**src/rtl/muldiv_pkg.sv**
```systemverilog
// ---------------------------------------------------------------------------
// muldiv_pkg: op encodings and FSM state constants for muldiv_unit
// Rev 1.0
// ---------------------------------------------------------------------------
`default_nettype none

package muldiv_pkg;

   localparam logic [1:0] OP_MULTU = 2'b00;
   localparam logic [1:0] OP_MULT  = 2'b01;
   localparam logic [1:0] OP_DIVU  = 2'b10;
   localparam logic [1:0] OP_DIV   = 2'b11;

   typedef logic [1:0] state_t;

   localparam state_t ST_IDLE = 2'd0;
   localparam state_t ST_RUN  = 2'd1;
   localparam state_t ST_FIX  = 2'd2;

endpackage

`default_nettype wire

```
**src/rtl/muldiv_signfix.sv**
```systemverilog
// ---------------------------------------------------------------------------
// muldiv_signfix: operand magnitude extraction and result sign correction
// Rev 1.0
// ---------------------------------------------------------------------------
`default_nettype none

module muldiv_signfix #(
   parameter int WIDTH = 32
) (
   input  logic [WIDTH-1:0] a,
   input  logic [WIDTH-1:0] b,
   input  logic             sgn,
   output logic [WIDTH-1:0] a_mag,
   output logic [WIDTH-1:0] b_mag,
   output logic             a_neg,
   output logic             b_neg,
   input  logic             is_div,
   input  logic             neg_a,
   input  logic             neg_b,
   input  logic [WIDTH-1:0] res_hi,
   input  logic [WIDTH-1:0] res_lo,
   output logic [WIDTH-1:0] fix_hi,
   output logic [WIDTH-1:0] fix_lo
);

   logic [2*WIDTH-1:0] prod;
   logic [2*WIDTH-1:0] prod_neg;

   assign a_neg = sgn & a[WIDTH-1];
   assign b_neg = sgn & b[WIDTH-1];
   assign a_mag = a_neg ? -a : a;
   assign b_mag = b_neg ? -b : b;

   assign prod     = {res_hi, res_lo};
   assign prod_neg = -prod;

   // Quotient sign follows sign mismatch; remainder follows the dividend.
   always_comb begin
      fix_hi = res_hi;
      fix_lo = res_lo;
      if (is_div) begin
         fix_lo = (neg_a ^ neg_b) ? -res_lo : res_lo;
         fix_hi = neg_a ? -res_hi : res_hi;
      end else if (neg_a ^ neg_b) begin
         fix_hi = prod_neg[2*WIDTH-1:WIDTH];
         fix_lo = prod_neg[WIDTH-1:0];
      end
   end

endmodule

`default_nettype wire

```
**src/rtl/muldiv_unit.sv**
```systemverilog
// ---------------------------------------------------------------------------
// muldiv_unit: iterative mult/multu/div/divu with HI/LO; divide needs DIVIDER_EN
// Rev 1.0
// ---------------------------------------------------------------------------
`default_nettype none

module muldiv_unit
   import muldiv_pkg::*;
#(
   parameter int WIDTH = 32
) (
   input  logic             clk,
   input  logic             rst_n,
   input  logic             start,
   input  logic [1:0]       op,
   input  logic [WIDTH-1:0] a,
   input  logic [WIDTH-1:0] b,
   input  logic             hi_we,
   input  logic             lo_we,
   input  logic [WIDTH-1:0] wdata,
   output logic             busy,
   output logic             done,
   output logic             div0,
   output logic [WIDTH-1:0] hi,
   output logic [WIDTH-1:0] lo
);

   localparam int            CW   = $clog2(WIDTH) + 1;
   localparam logic [CW-1:0] LAST = CW'(WIDTH - 1);

   state_t           state_q, state_d;
   logic [CW-1:0]    cnt_q, cnt_d;
   logic [WIDTH-1:0] acc_q, acc_d;
   logic [WIDTH-1:0] mq_q, mq_d;
   logic [WIDTH-1:0] m_q, m_d;
   logic [WIDTH-1:0] hi_q, hi_d;
   logic [WIDTH-1:0] lo_q, lo_d;
   logic             sa_q, sa_d;
   logic             sb_q, sb_d;
   logic             done_q, done_d;

   logic             is_sgn_op;
   logic             is_div_op;
   logic             is_div;
   logic             accept;
   logic [WIDTH-1:0] a_mag, b_mag, fix_hi, fix_lo;
   logic             a_neg, b_neg;
   logic [WIDTH:0]   mul_sum;

   assign is_sgn_op = (op == OP_MULT) || (op == OP_DIV);

`ifdef DIVIDER_EN
   logic             div_q, div_d;
   logic             div0_q, div0_d;
   logic [WIDTH:0]   div_shift;
   logic [WIDTH-1:0] div_rem;
   logic             div_ge;

   assign is_div_op = (op == OP_DIVU) || (op == OP_DIV);
   assign is_div    = div_q;
   assign accept    = start;
   assign div0      = div0_q;

   // Restoring step: partial remainder < divisor, so the difference fits WIDTH bits.
   assign div_shift = {acc_q, mq_q[WIDTH-1]};
   assign div_ge    = div_shift >= {1'b0, m_q};
   assign div_rem   = div_shift[WIDTH-1:0] - m_q;
`else
   assign is_div_op = 1'b0;
   assign is_div    = 1'b0;
   assign accept    = start & ~op[1];
   assign div0      = 1'b0;
`endif

   assign mul_sum = {1'b0, acc_q} + (mq_q[0] ? {1'b0, m_q} : '0);

   muldiv_signfix #(.WIDTH(WIDTH)) u_signfix (
      .a      (a),
      .b      (b),
      .sgn    (is_sgn_op),
      .a_mag  (a_mag),
      .b_mag  (b_mag),
      .a_neg  (a_neg),
      .b_neg  (b_neg),
      .is_div (is_div),
      .neg_a  (sa_q),
      .neg_b  (sb_q),
      .res_hi (acc_q),
      .res_lo (mq_q),
      .fix_hi (fix_hi),
      .fix_lo (fix_lo)
   );

   always_comb begin
      state_d = state_q;
      cnt_d   = cnt_q;
      acc_d   = acc_q;
      mq_d    = mq_q;
      m_d     = m_q;
      hi_d    = hi_q;
      lo_d    = lo_q;
      sa_d    = sa_q;
      sb_d    = sb_q;
      done_d  = 1'b0;
`ifdef DIVIDER_EN
      div_d   = div_q;
      div0_d  = 1'b0;
`endif
      case (state_q)
         ST_IDLE: begin
            if (accept) begin
               state_d = ST_RUN;
               cnt_d   = '0;
               acc_d   = '0;
               // mq holds the multiplier or the dividend; m the multiplicand or divisor.
               mq_d    = is_div_op ? a_mag : b_mag;
               m_d     = is_div_op ? b_mag : a_mag;
               sa_d    = a_neg;
               sb_d    = b_neg;
`ifdef DIVIDER_EN
               div_d   = is_div_op;
`endif
            end else begin
               if (hi_we) hi_d = wdata;
               if (lo_we) lo_d = wdata;
            end
         end
         ST_RUN: begin
            acc_d = mul_sum[WIDTH:1];
            mq_d  = {mul_sum[0], mq_q[WIDTH-1:1]};
`ifdef DIVIDER_EN
            if (div_q) begin
               acc_d = div_ge ? div_rem : div_shift[WIDTH-1:0];
               mq_d  = {mq_q[WIDTH-2:0], div_ge};
            end
`endif
            cnt_d = cnt_q + 1'b1;
            if (cnt_q == LAST) state_d = ST_FIX;
         end
         ST_FIX: begin
            hi_d    = fix_hi;
            lo_d    = fix_lo;
            done_d  = 1'b1;
            state_d = ST_IDLE;
`ifdef DIVIDER_EN
            // Remainder already equals a after sign fix; only the quotient is forced.
            if (div_q && (m_q == '0)) begin
               lo_d   = '1;
               div0_d = 1'b1;
            end
`endif
         end
         default: state_d = ST_IDLE;
      endcase
   end

   always_ff @(posedge clk or negedge rst_n) begin
      if (!rst_n) begin
         state_q <= ST_IDLE;
         cnt_q   <= '0;
         acc_q   <= '0;
         mq_q    <= '0;
         m_q     <= '0;
         hi_q    <= '0;
         lo_q    <= '0;
         sa_q    <= 1'b0;
         sb_q    <= 1'b0;
         done_q  <= 1'b0;
      end else begin
         state_q <= state_d;
         cnt_q   <= cnt_d;
         acc_q   <= acc_d;
         mq_q    <= mq_d;
         m_q     <= m_d;
         hi_q    <= hi_d;
         lo_q    <= lo_d;
         sa_q    <= sa_d;
         sb_q    <= sb_d;
         done_q  <= done_d;
      end
   end

`ifdef DIVIDER_EN
   always_ff @(posedge clk or negedge rst_n) begin
      if (!rst_n) begin
         div_q  <= 1'b0;
         div0_q <= 1'b0;
      end else begin
         div_q  <= div_d;
         div0_q <= div0_d;
      end
   end
`endif

   assign busy = (state_q != ST_IDLE);
   assign done = done_q;
   assign hi   = hi_q;
   assign lo   = lo_q;

endmodule

`default_nettype wire

```
**config.mk**
```make
export PLATFORM = sky130hd
export DESIGN_NAME = muldiv_unit
export DESIGN_NICKNAME = d
export VERILOG_FILES = /design/src/rtl/muldiv_pkg.sv /design/src/rtl/muldiv_signfix.sv /design/src/rtl/muldiv_unit.sv
export SDC_FILE = /design/constraint.sdc
export NUM_CORES = 1
export LEC_CHECK = 0
export CELL_PAD_IN_SITES_DETAIL_PLACEMENT = 0
export CELL_PAD_IN_SITES_GLOBAL_PLACEMENT = 1
export CORE_ASPECT_RATIO = 1.5
export CORE_MARGIN = 1.5
export CORE_UTILIZATION = 42
export DETAILED_ROUTE_END_ITERATION = 16
export GPL_ROUTABILITY_DRIVEN = 0
export PLACE_DENSITY_LB_ADDON = 0.25
export REMOVE_ABC_BUFFERS = 1
export SLEW_MARGIN = 40
export SYNTH_ARGS = -nofsm -noshare
export SYNTH_HDL_FRONTEND = slang
export SYNTH_SLANG_ARGS = --single-unit
```
**constraint.sdc**
```tcl
create_clock -name clk -period 3.9 [get_ports clk]
set_input_delay 0.78 -clock clk [delete_from_list [all_inputs] [get_ports clk]]
set_output_delay 0.78 -clock clk [all_outputs]
set_load 0.03 [all_outputs]
```
# Yosys cells after proc, flatten, opt, wreduce, memory -nomap -nowiden
# Index checks and enable logic that the tools add are counted.
dict set report classes {
  n_mux 21
  n_addsub 5
  bitwise_logic 5
  reduce_logical 10
  n_eq_ne 10
}
# op n
set ops {}
lappend ops {{$mux W32} 11}
lappend ops {{$pmux W32 S2} 4}
lappend ops {{$neg A32 Y32} 2}
lappend ops {{$neg A64 Y64} 1}
lappend ops {{$add A32 B32 Y33} 1}
lappend ops {{$pmux W6 S2} 1}
lappend ops {{$ne A2 B2 Y1 const B} 5}
lappend ops {{$add A6 B1 Y6 const B} 1}
lappend ops {{$eq A6 B5 Y1 const B} 1}
lappend ops {{$mux W6} 1}
lappend ops {{$reduce_and A2 Y1} 3}
lappend ops {{$reduce_and A3 Y1} 2}
lappend ops {{$reduce_bool A2 Y1} 3}
lappend ops {{$eq A2 B1 Y1 const B} 2}
lappend ops {{$eq A2 B2 Y1 const B} 2}
lappend ops {{$mux W2} 2}
lappend ops {{$pmux W2 S2} 1}
lappend ops {{$and A1 B1 Y1} 3}
lappend ops {{$logic_not A2 Y1} 1}
lappend ops {{$logic_or A1 B1 Y1} 1}
lappend ops {{$mux W1} 1}
lappend ops {{$not A1 Y1} 1}
lappend ops {{$xor A1 B1 Y1} 1}
dict set report totals {
  out_inout_bits 67
  reg_bits 171
  elab_cells 61
  inputBits 103
}

# Longest topological paths before layout
# Gate-level depths: netlist of the first run.
dict set report logic_depth {
  depth_word 6
  ltp_mapped 14
  ltp_nobuf 12
}

# Hierarchy
# A second synthesis of the first run with hierarchy kept.
dict set report hier_totals {
  cells_unflattened 1564
  area_unflattened_um2 12289.3
}
# mod area_each_um2 cells_per_inst n_inst seq_area_each_um2
set by_module_without_submodules {}
lappend by_module_without_submodules {muldiv_unit 9006.1 1051 1 4279.1}
lappend by_module_without_submodules {muldiv_signfix 3283.1 513 1 0.0}

# Least setup slack after synthesis of the first run
# OpenSTA, ideal clock, no wires.
dict set report synth_timing {
  path_type {reg-to-reg}
  from {register mq_q[0]}
  to {register hi_q[28], in the netlist hi[28]}
  period_less_slack_ps 3098
  t_arrival_ps 3004
  n_path_buf 4
  stages_incl_launch_ff 15
  setup_ps 94
  required_ps 3806
  path_slack_ps 802
  cell_sequence {dfrtp_1 > buf_6 > clkbuf_1 > inv_1 > ha_1 > or3b_1 > or4_1 > clkbuf_1 > nor4_4 > and2_1 > buf_4 > and2b_4 > nand2b_1 > mux2i_1 > a211oi_1}
}
dict set report synth_between {
  elab_chain_len 3
}
# item line
set synth_lines {}
lappend synth_lines {{start: declaration} muldiv_unit.sv:34} ;# logic [WIDTH-1:0] mq_q, mq_d;
lappend synth_lines {{start signal: assignment} muldiv_unit.sv:173} ;# mq_q <= mq_d;
lappend synth_lines {{$neg A64 Y64} muldiv_signfix.sv:35} ;# assign prod_neg = -prod;
lappend synth_lines {{$mux W32} muldiv_signfix.sv:44} ;# end else if (neg_a ^ neg_b) begin
lappend synth_lines {{$pmux W32 S2} muldiv_unit.sv:109} ;# case (state_q)
lappend synth_lines {{end signal: assignment} muldiv_unit.sv:175} ;# hi_q <= hi_d;
lappend synth_lines {{end: declaration} muldiv_unit.sv:36} ;# logic [WIDTH-1:0] hi_q, hi_d;
# No other way between the ends.
# A chain may end at the register's enable or synchronous reset.

# Worst setup path in the final report of the first run
dict set report layout_timing {
  from {register mq_q[0]}
  to {register acc_q[29]}
}
dict set report layout_between {
  elab_chain_len 3
}
# item line
set layout_lines {}
lappend layout_lines {{$mux W32} muldiv_unit.sv:75} ;# assign mul_sum = {1'b0, acc_q} + (mq_q[0] ? {1'b0, m_q} : '0);
lappend layout_lines {{$add A32 B32 Y33} muldiv_unit.sv:75}
lappend layout_lines {{$pmux W32 S2} muldiv_unit.sv:109}
lappend layout_lines {{end signal: assignment} muldiv_unit.sv:161} ;# acc_q <= '0;
lappend layout_lines {{end signal: assignment} muldiv_unit.sv:172} ;# acc_q <= acc_d;
lappend layout_lines {{end: declaration} muldiv_unit.sv:33} ;# logic [WIDTH-1:0] acc_q, acc_d;
# No other way between the ends.

==> impl_metrics.py, run 1 <==
metrics = {
    "timing": {
        "post-route-min-period_ns": 3.38,
        "hold_violations": 0,
        "finalSetupViolCount": 0,
        "fin_skew_ns": 0.0107,
        "rsz0062_at_grt": "no",
        "final-max-slew-violation-count": 0,
        "worst_slew_pin_slew_ns": 0.889,
        "fin_tns_setup_ns": 0,
        "fmax_mhz": 296,
        "fin_crit_sh_pct": 86.6,
        "slew_headroom_pct": 40.2,
    },
    "power_and_ir_drop": {
        "clkPwrFrac_pct": 18.6,
        "p_sw_share_pct": 42.9,
        "seq_power_share_pct": 35.0,
        "p_int_mw": 5.39,
        "vdd_drop_max_uv": 354,
        "pwr_density_cell_mw_per_mm2": 667,
        "combPwrFrac_pct": 46.4,
        "p_sw_mw": 4.05,
        "p_leak_nw": 5.81,
    },
    "setup_path": {
        "critPathRequiredTime_ns": 4.25,
        "worstPathArrival_ns": 3.73,
        "cp-end-kind": "register",
        "path_class": "register to register",
        "crit_chain": "buf_4 > and2_1 > ha_1 > inv_1 > fa_1 > nor2b_1 > o2111ai_1 > a21oi_1 > o31ai_1 > a21oi_1 > o2111ai_1 > and3_1 > o31ai_1",
        "startpoint": "mq_q[0]",
        "start_kind": "register",
        "slowest_stage": "fa_1",
        "slowest_delay_ns": 0.40,
        "crit_family": "compound AO/OA/AOI/OAI gates",
        "cp_num_buf_inv": 2,
        "crit_fanout": 36,
        "r2r_start": "mq_q[0]",
    },
    "placed_design": {
        "port_buffers": 168,
        "placed_cell_area_mm2": 0.0135,
        "hpwl_mm": 27.1,
    },
    "route": {
        "post_drt_via_cell_ratio": 5.81,
        "vias": 10700,
        "drc": 0,
        "wl_mm": 36.1,
        "wl_per_cell_um": 19.6,
        "first_pass_iters": 5,
        "drt_iter0_drc": 816,
        "drtAntennaViolNets": 0,
    },
    "clocking": {
        "ctsRootBufferMaster": "clkbuf_16",
        "cts_max_level": 4,
        "clk_latency_ns": 0.45,
        "numCtsBuffers": 17,
        "cts_resized": 0,
        "cts_tree": "built",
        "postCtsSetupBuffers": 0,
        "clockBufferDepth": 2,
        "path_clk_slew_ns": 0.07,
        "holdBufCountCts": 0,
        "cts_sinks": 171,
    },
    "synthesis": {
        "ys_warn_count": 0,
        "seq_area_frac_synth_pct": 37.3,
        "synth_edf_count": 0,
        "yosys-top-cells-area": "dfrtp_1, o21ai_0, xor2_1, xnor2_1, nand2_1",
        "synth.most_common_cell": "o21ai_0",
        "synth_top_area_share_pct": 37.3,
        "synth_commonest_cells": "o21ai_0, dfrtp_1, nand2_1, nor2_1, a21oi_1",
        "synthCells": 1364,
        "syn-cell-area_mm2": 0.0115,
        "netlist-cell-type-count": 67,
        "yosys.area.top_type": "dfrtp_1",
        "synth-main-ff-cell": "dfrtp_1",
        "ys_ff_latch": 171,
        "async_flop_share_pct": 100,
        "syn_avg_cell_area_um2": 8.41,
    },
    "finish": {
        "design_area_mm2": 0.0142,
        "insertedDiodeCount": 0,
        "synthToLayoutAreaGrowth_pct": 23.4,
        "nets": 1636,
        "drive_above_1_share_pct": 6.36,
    },
    "hold_path": {
        "hp-class": "input pin to async pin",
    },
    "global_routing": {
        "gr-total-overflow": 0,
        "antenna_found_initial": 0,
        "first_global_vias": 10400,
        "track_usage_pct": 26.1,
        "grt_max_degree": 76,
        "grt_pass1_wl_mm": 56.7,
    },
    "die": {
        "dieArea_mm2": 0.0283,
        "fp-row-count": 73,
        "core_area_mm2": 0.0267,
        "die_h_um": 205,
        "dieWidth_um": 138,
        "start_util_pct": 43.0,
        "io_pins": 170,
    },
    "run": {
        "cap_violations": 0,
    },
    "outcome": {
        "status": "completed",
    },
}
==> placed cells by master, fill, tap and decap left out, drive strengths merged, types with 9 or more instances in the layout <==
cell and instances:
xnor2 60, or4 18, a211oi 16, o22ai 14
o21ai 180, buf 39, nand4 9, and2 38
o31ai 19, inv 20, ha 36, a31oi 15
nand2b 13, xor2 63, o211ai 15, a21o 17
nand2 132, nor3 26, nor2 99, and3 13
o41ai 15, a222oi 9, a21oi 93, a22oi 33
nand3 57, mux2i 10, dfrtp 171, nor4 18
clkbuf 26, clkdlybuf4s50 167, or3 11
==> layout make-up <==
cell class | instances | area [µm²]
Clock buffer | 26 | 489
Clock inverter | 6 | 110
Fill cell | 2595 | 12500
Inverter | 20 | 75.1
Multi-Input combinational cell | 1080 | 6790
Sequential cell | 171 | 4280
Tap cell | 337 | 422
Timing Repair Buffer | 206 | 1990
==> stage by stage <==
stage	hold slack, ns	setup WS, ns	util (%)	power (mW)	instances
global placement	0.454	0.203	50.8	7.60	1814
floorplan	0.438	0.306	-	6.02	1271
CTS	0.376	0.516	53.0	9.45	1846
global route	0.407	0.209	53.1	10.1	1846
finish	0.348	0.522	53.1	9.44	1846
detailed placement	0.462	0.158	50.8	7.67	1814
==> state kept, by name, summed over array words and instances (netlist names), 2 cells and up <==
signal   cells
acc_q       32
hi          32
mq_q        32
cnt_q        6
m_q         32
state_q      2
lo          32
==> worst paths after layout <==
kind | endpoint | depth (start not counted) | slack, ns
worst max-delay path | acc_q[29] | 13 | 0.52
min in group clk | m_q[31] | 2 | 0.47
max in group asynchronous | m_q[25] | 2 | 2.66
worst max register to register | acc_q[29] | 13 | 0.52
worst min register to register | m_q[31] | 2 | 0.47
worst min-delay path | lo[9] | 1 | 0.35
==> kinds of logic after synthesis <==
kind of cell | after synthesis | share of synthesized area, %
buffers and inverters | 113 | 3.98
flip-flops | 171 | 37.3
XOR/XNOR | 123 | 9.39
AO/OA/AOI/OAI | 455 | 24.2
multiplexers | 10 | 0.873
other | 1 | 0.0327
adder cells (fa/ha/maj) | 37 | 4.10
AND/OR/NAND/NOR | 454 | 20.1
==> power groups by stage <==
stage	logic [mW]	clock network (mW)	registers (mW)
after floorplan	2.53	0	3.49
after global routing	4.84	1.85	3.40
final	4.38	1.76	3.30
after CTS	4.39	1.78	3.28
after global placement	4.31	0	3.29
after detailed placement	4.36	0	3.31
==> layer usage <==
metal	part of all wire, %	wire length [µm]	global-route usage (%)
met3	4.4	1600	3.13
met5	0	0	0
met4	3.5	1260	10.9
met2	53	19000	47.8
met1	39	14200	30.4
(Power assumes the default switching activity.)
==> inputs of run 2 (changes only) <==
--- a/config.mk
+++ b/config.mk
@@ -8,7 +8,7 @@
 export CELL_PAD_IN_SITES_DETAIL_PLACEMENT = 0
 export CELL_PAD_IN_SITES_GLOBAL_PLACEMENT = 1
 export CORE_ASPECT_RATIO = 1.5
-export CORE_MARGIN = 1.5
+export CORE_MARGIN = 2
 export CORE_UTILIZATION = 42
 export DETAILED_ROUTE_END_ITERATION = 16
 export GPL_ROUTABILITY_DRIVEN = 0
==> run 2 against run 1 <==
Utilization down 0.33 points. Power up 1.2%. Worst hold slack better by 0.0041 ns. Worst setup slack worse by 0.13 ns. Routed wire length up 0.27%. Clock power up 5%. Register-to-register slack worse by 0.13 ns. Clock skew about the same. Via count up 0.29%. Sequential share of layout area down 0.22 points. Clock-buffer cell count down 5. Combinational power about the same. Critical endpoint is now acc_q[24].
==> impl_metrics.py, run 2 (synthesis gave the netlist of run 1 again) <==
metrics = {
    "placed_design": {
        "pre_cts_slack_ns": 0.206,
        "dp_cells": 1827,
        "placed_cell_area_mm2": 0.0136,
        "port_buffers": 168,
        "hpwl_mm": 27.6,
    },
    "setup_path": {
        "crit_family": "compound AO/OA/AOI/OAI gates",
        "crit_fanout": 15,
        "cp_num_buf_inv": 1,
        "cp-end-kind": "register",
        "worstPathArrival_ns": 3.85,
        "crit_chain": "nand2_1 > inv_1 > ha_1 > a211oi_1 > o211ai_1 > a32oi_1 > nand2_1 > a31oi_1 > o21ai_0 > xnor2_1 > o21ai_0",
        "path_class": "register to register",
        "slowest_stage": "dfrtp_1",
        "r2r_start": "mq_q[0]",
        "start_kind": "register",
        "critPathRequiredTime_ns": 4.24,
        "slowest_delay_ns": 0.65,
        "timing.rr.end": "acc_q[24]",
        "rrSetupSlack_ns": 0.39,
        "r2r_cells": 11,
    },
    "die": {
        "io_pins": 170,
        "core_area_mm2": 0.0270,
        "fp-row-count": 74,
        "dieWidth_um": 139,
        "die_h_um": 206,
        "start_util_pct": 42.4,
        "dieArea_mm2": 0.0287,
    },
    "finish": {
        "fill_cells": 2631,
        "final_cells": 1859,
        "final_common_cell": "o21ai_0",
        "drive_above_1_share_pct": 7.19,
        "nets": 1644,
        "synthToLayoutAreaGrowth_pct": 24.3,
        "design_area_mm2": 0.0143,
        "final_cell_mix": "o21ai_0, dfrtp_1, clkdlybuf4s50_1",
        "insertedDiodeCount": 0,
    },
    "timing": {
        "slew_headroom_pct": 44.8,
        "finalSetupViolCount": 0,
        "fin_tns_setup_ns": 0,
        "layout_setup_ws_ns": 0.393,
        "worst_slew_pin_slew_ns": 0.822,
        "fmax_mhz": 285,
        "post-route-min-period_ns": 3.51,
        "rsz0062_at_grt": "no",
        "fin_skew_ns": 0.0103,
        "final-max-slew-violation-count": 0,
        "fin_crit_sh_pct": 89.9,
        "hold_violations": 0,
    },
    "power_and_ir_drop": {
        "p_leak_nw": 5.87,
        "vdd_drop_max_uv": 324,
        "p_int_mw": 5.47,
        "p_sw_mw": 4.08,
        "seq_power_share_pct": 34.6,
        "clkPwrFrac_pct": 19.3,
        "p_sw_share_pct": 42.8,
        "pwr_density_cell_mw_per_mm2": 670,
        "combPwrFrac_pct": 46.1,
    },
    "route": {
        "first_pass_iters": 6,
        "drc": 0,
        "wl_met3_mm": 1.19,
        "wl_per_cell_um": 19.5,
        "top_layer_used": "met4",
        "drt_iter0_drc": 618,
        "wl_mm": 36.2,
        "met1_length_mm": 14.5,
        "post_drt_via_cell_ratio": 5.79,
        "vias": 10800,
        "drtAntennaViolNets": 0,
        "route.met2.wl_mm": 19.0,
    },
    "global_routing": {
        "first_global_vias": 10500,
        "grt_max_degree": 75,
        "antenna_found_initial": 0,
        "gr-total-overflow": 0,
        "grt_pass1_wl_mm": 57.1,
        "track_usage_pct": 25.3,
    },
    "run": {
        "cap_violations": 0,
    },
    "clocking": {
        "cts_max_level": 4,
        "path_clk_slew_ns": 0.06,
        "cts_resized": 0,
        "numCtsBuffers": 17,
        "clockBufferDepth": 2,
        "holdBufCountCts": 0,
        "postCtsSetupBuffers": 0,
        "clk_latency_ns": 0.44,
        "cts_tree": "built",
        "ctsRootBufferMaster": "clkbuf_16",
        "cts_sinks": 171,
    },
    "outcome": {
        "status": "completed",
    },
    "hold_path": {
        "hp-class": "input pin to async pin",
    },
}
[run 2: layout make-up]
cell class | instances | area (µm²) | share of cell area (%)
inverters | 20 | 75.1 | 0.527
repair buffers | 214 | 2050 | 14.4
well taps | 342 | 428 | 3.00
clock buffers | 21 | 470 | 3.30
multi-input cells | 1080 | 6790 | 47.6
flip-flops and latches | 171 | 4280 | 30.0
clock inverters | 11 | 166 | 1.17
[run 2: worst max path at each step]
stage / to / depth (start not counted) / from / slack (ns)
after floorplan: hi[31] / 5 / state_q[0] / 0.31
after global placement: mq_q[28] / 9 / b[11] / 0.24
after detailed placement: mq_q[28] / 9 / b[11] / 0.21
after CTS: acc_q[30] / 11 / mq_q[0] / 0.44
after global routing: acc_q[24] / 11 / mq_q[0] / 0.13
final: acc_q[24] / 11 / mq_q[0] / 0.39
[run 2: through the flow]
| step | hold WS [ns] | total power, mW | util [%] |
|---|---|---|---|
| after CTS | 0.383 | 9.58 | 52.7 |
| after global placement | 0.455 | 7.65 | 50.4 |
| after detailed placement | 0.463 | 7.72 | 50.4 |
| after global routing | 0.395 | 10.2 | 52.7 |
| final | 0.352 | 9.55 | 52.7 |
| after floorplan | 0.438 | 6.02 | - |
[run 2: power groups by stage]
stage | registers (mW) | clock network, mW | logic [mW]
6_report | 3.31 | 1.84 | 4.40
5_1_grt | 3.41 | 1.94 | 4.87
4_1_cts | 3.30 | 1.87 | 4.41
3_5_place_dp | 3.33 | 0 | 4.39
3_3_place_gp | 3.31 | 0 | 4.34
2_1_floorplan | 3.49 | 0 | 2.53
[run 2: layer usage]
layer  vias to the layer above  global-route usage [%]
met5                         -                       0
met4                         0                    11.5
met3                        82                    3.06
met2                       304                    46.9
met1                      5120                    29.0
li1                       5250                       -
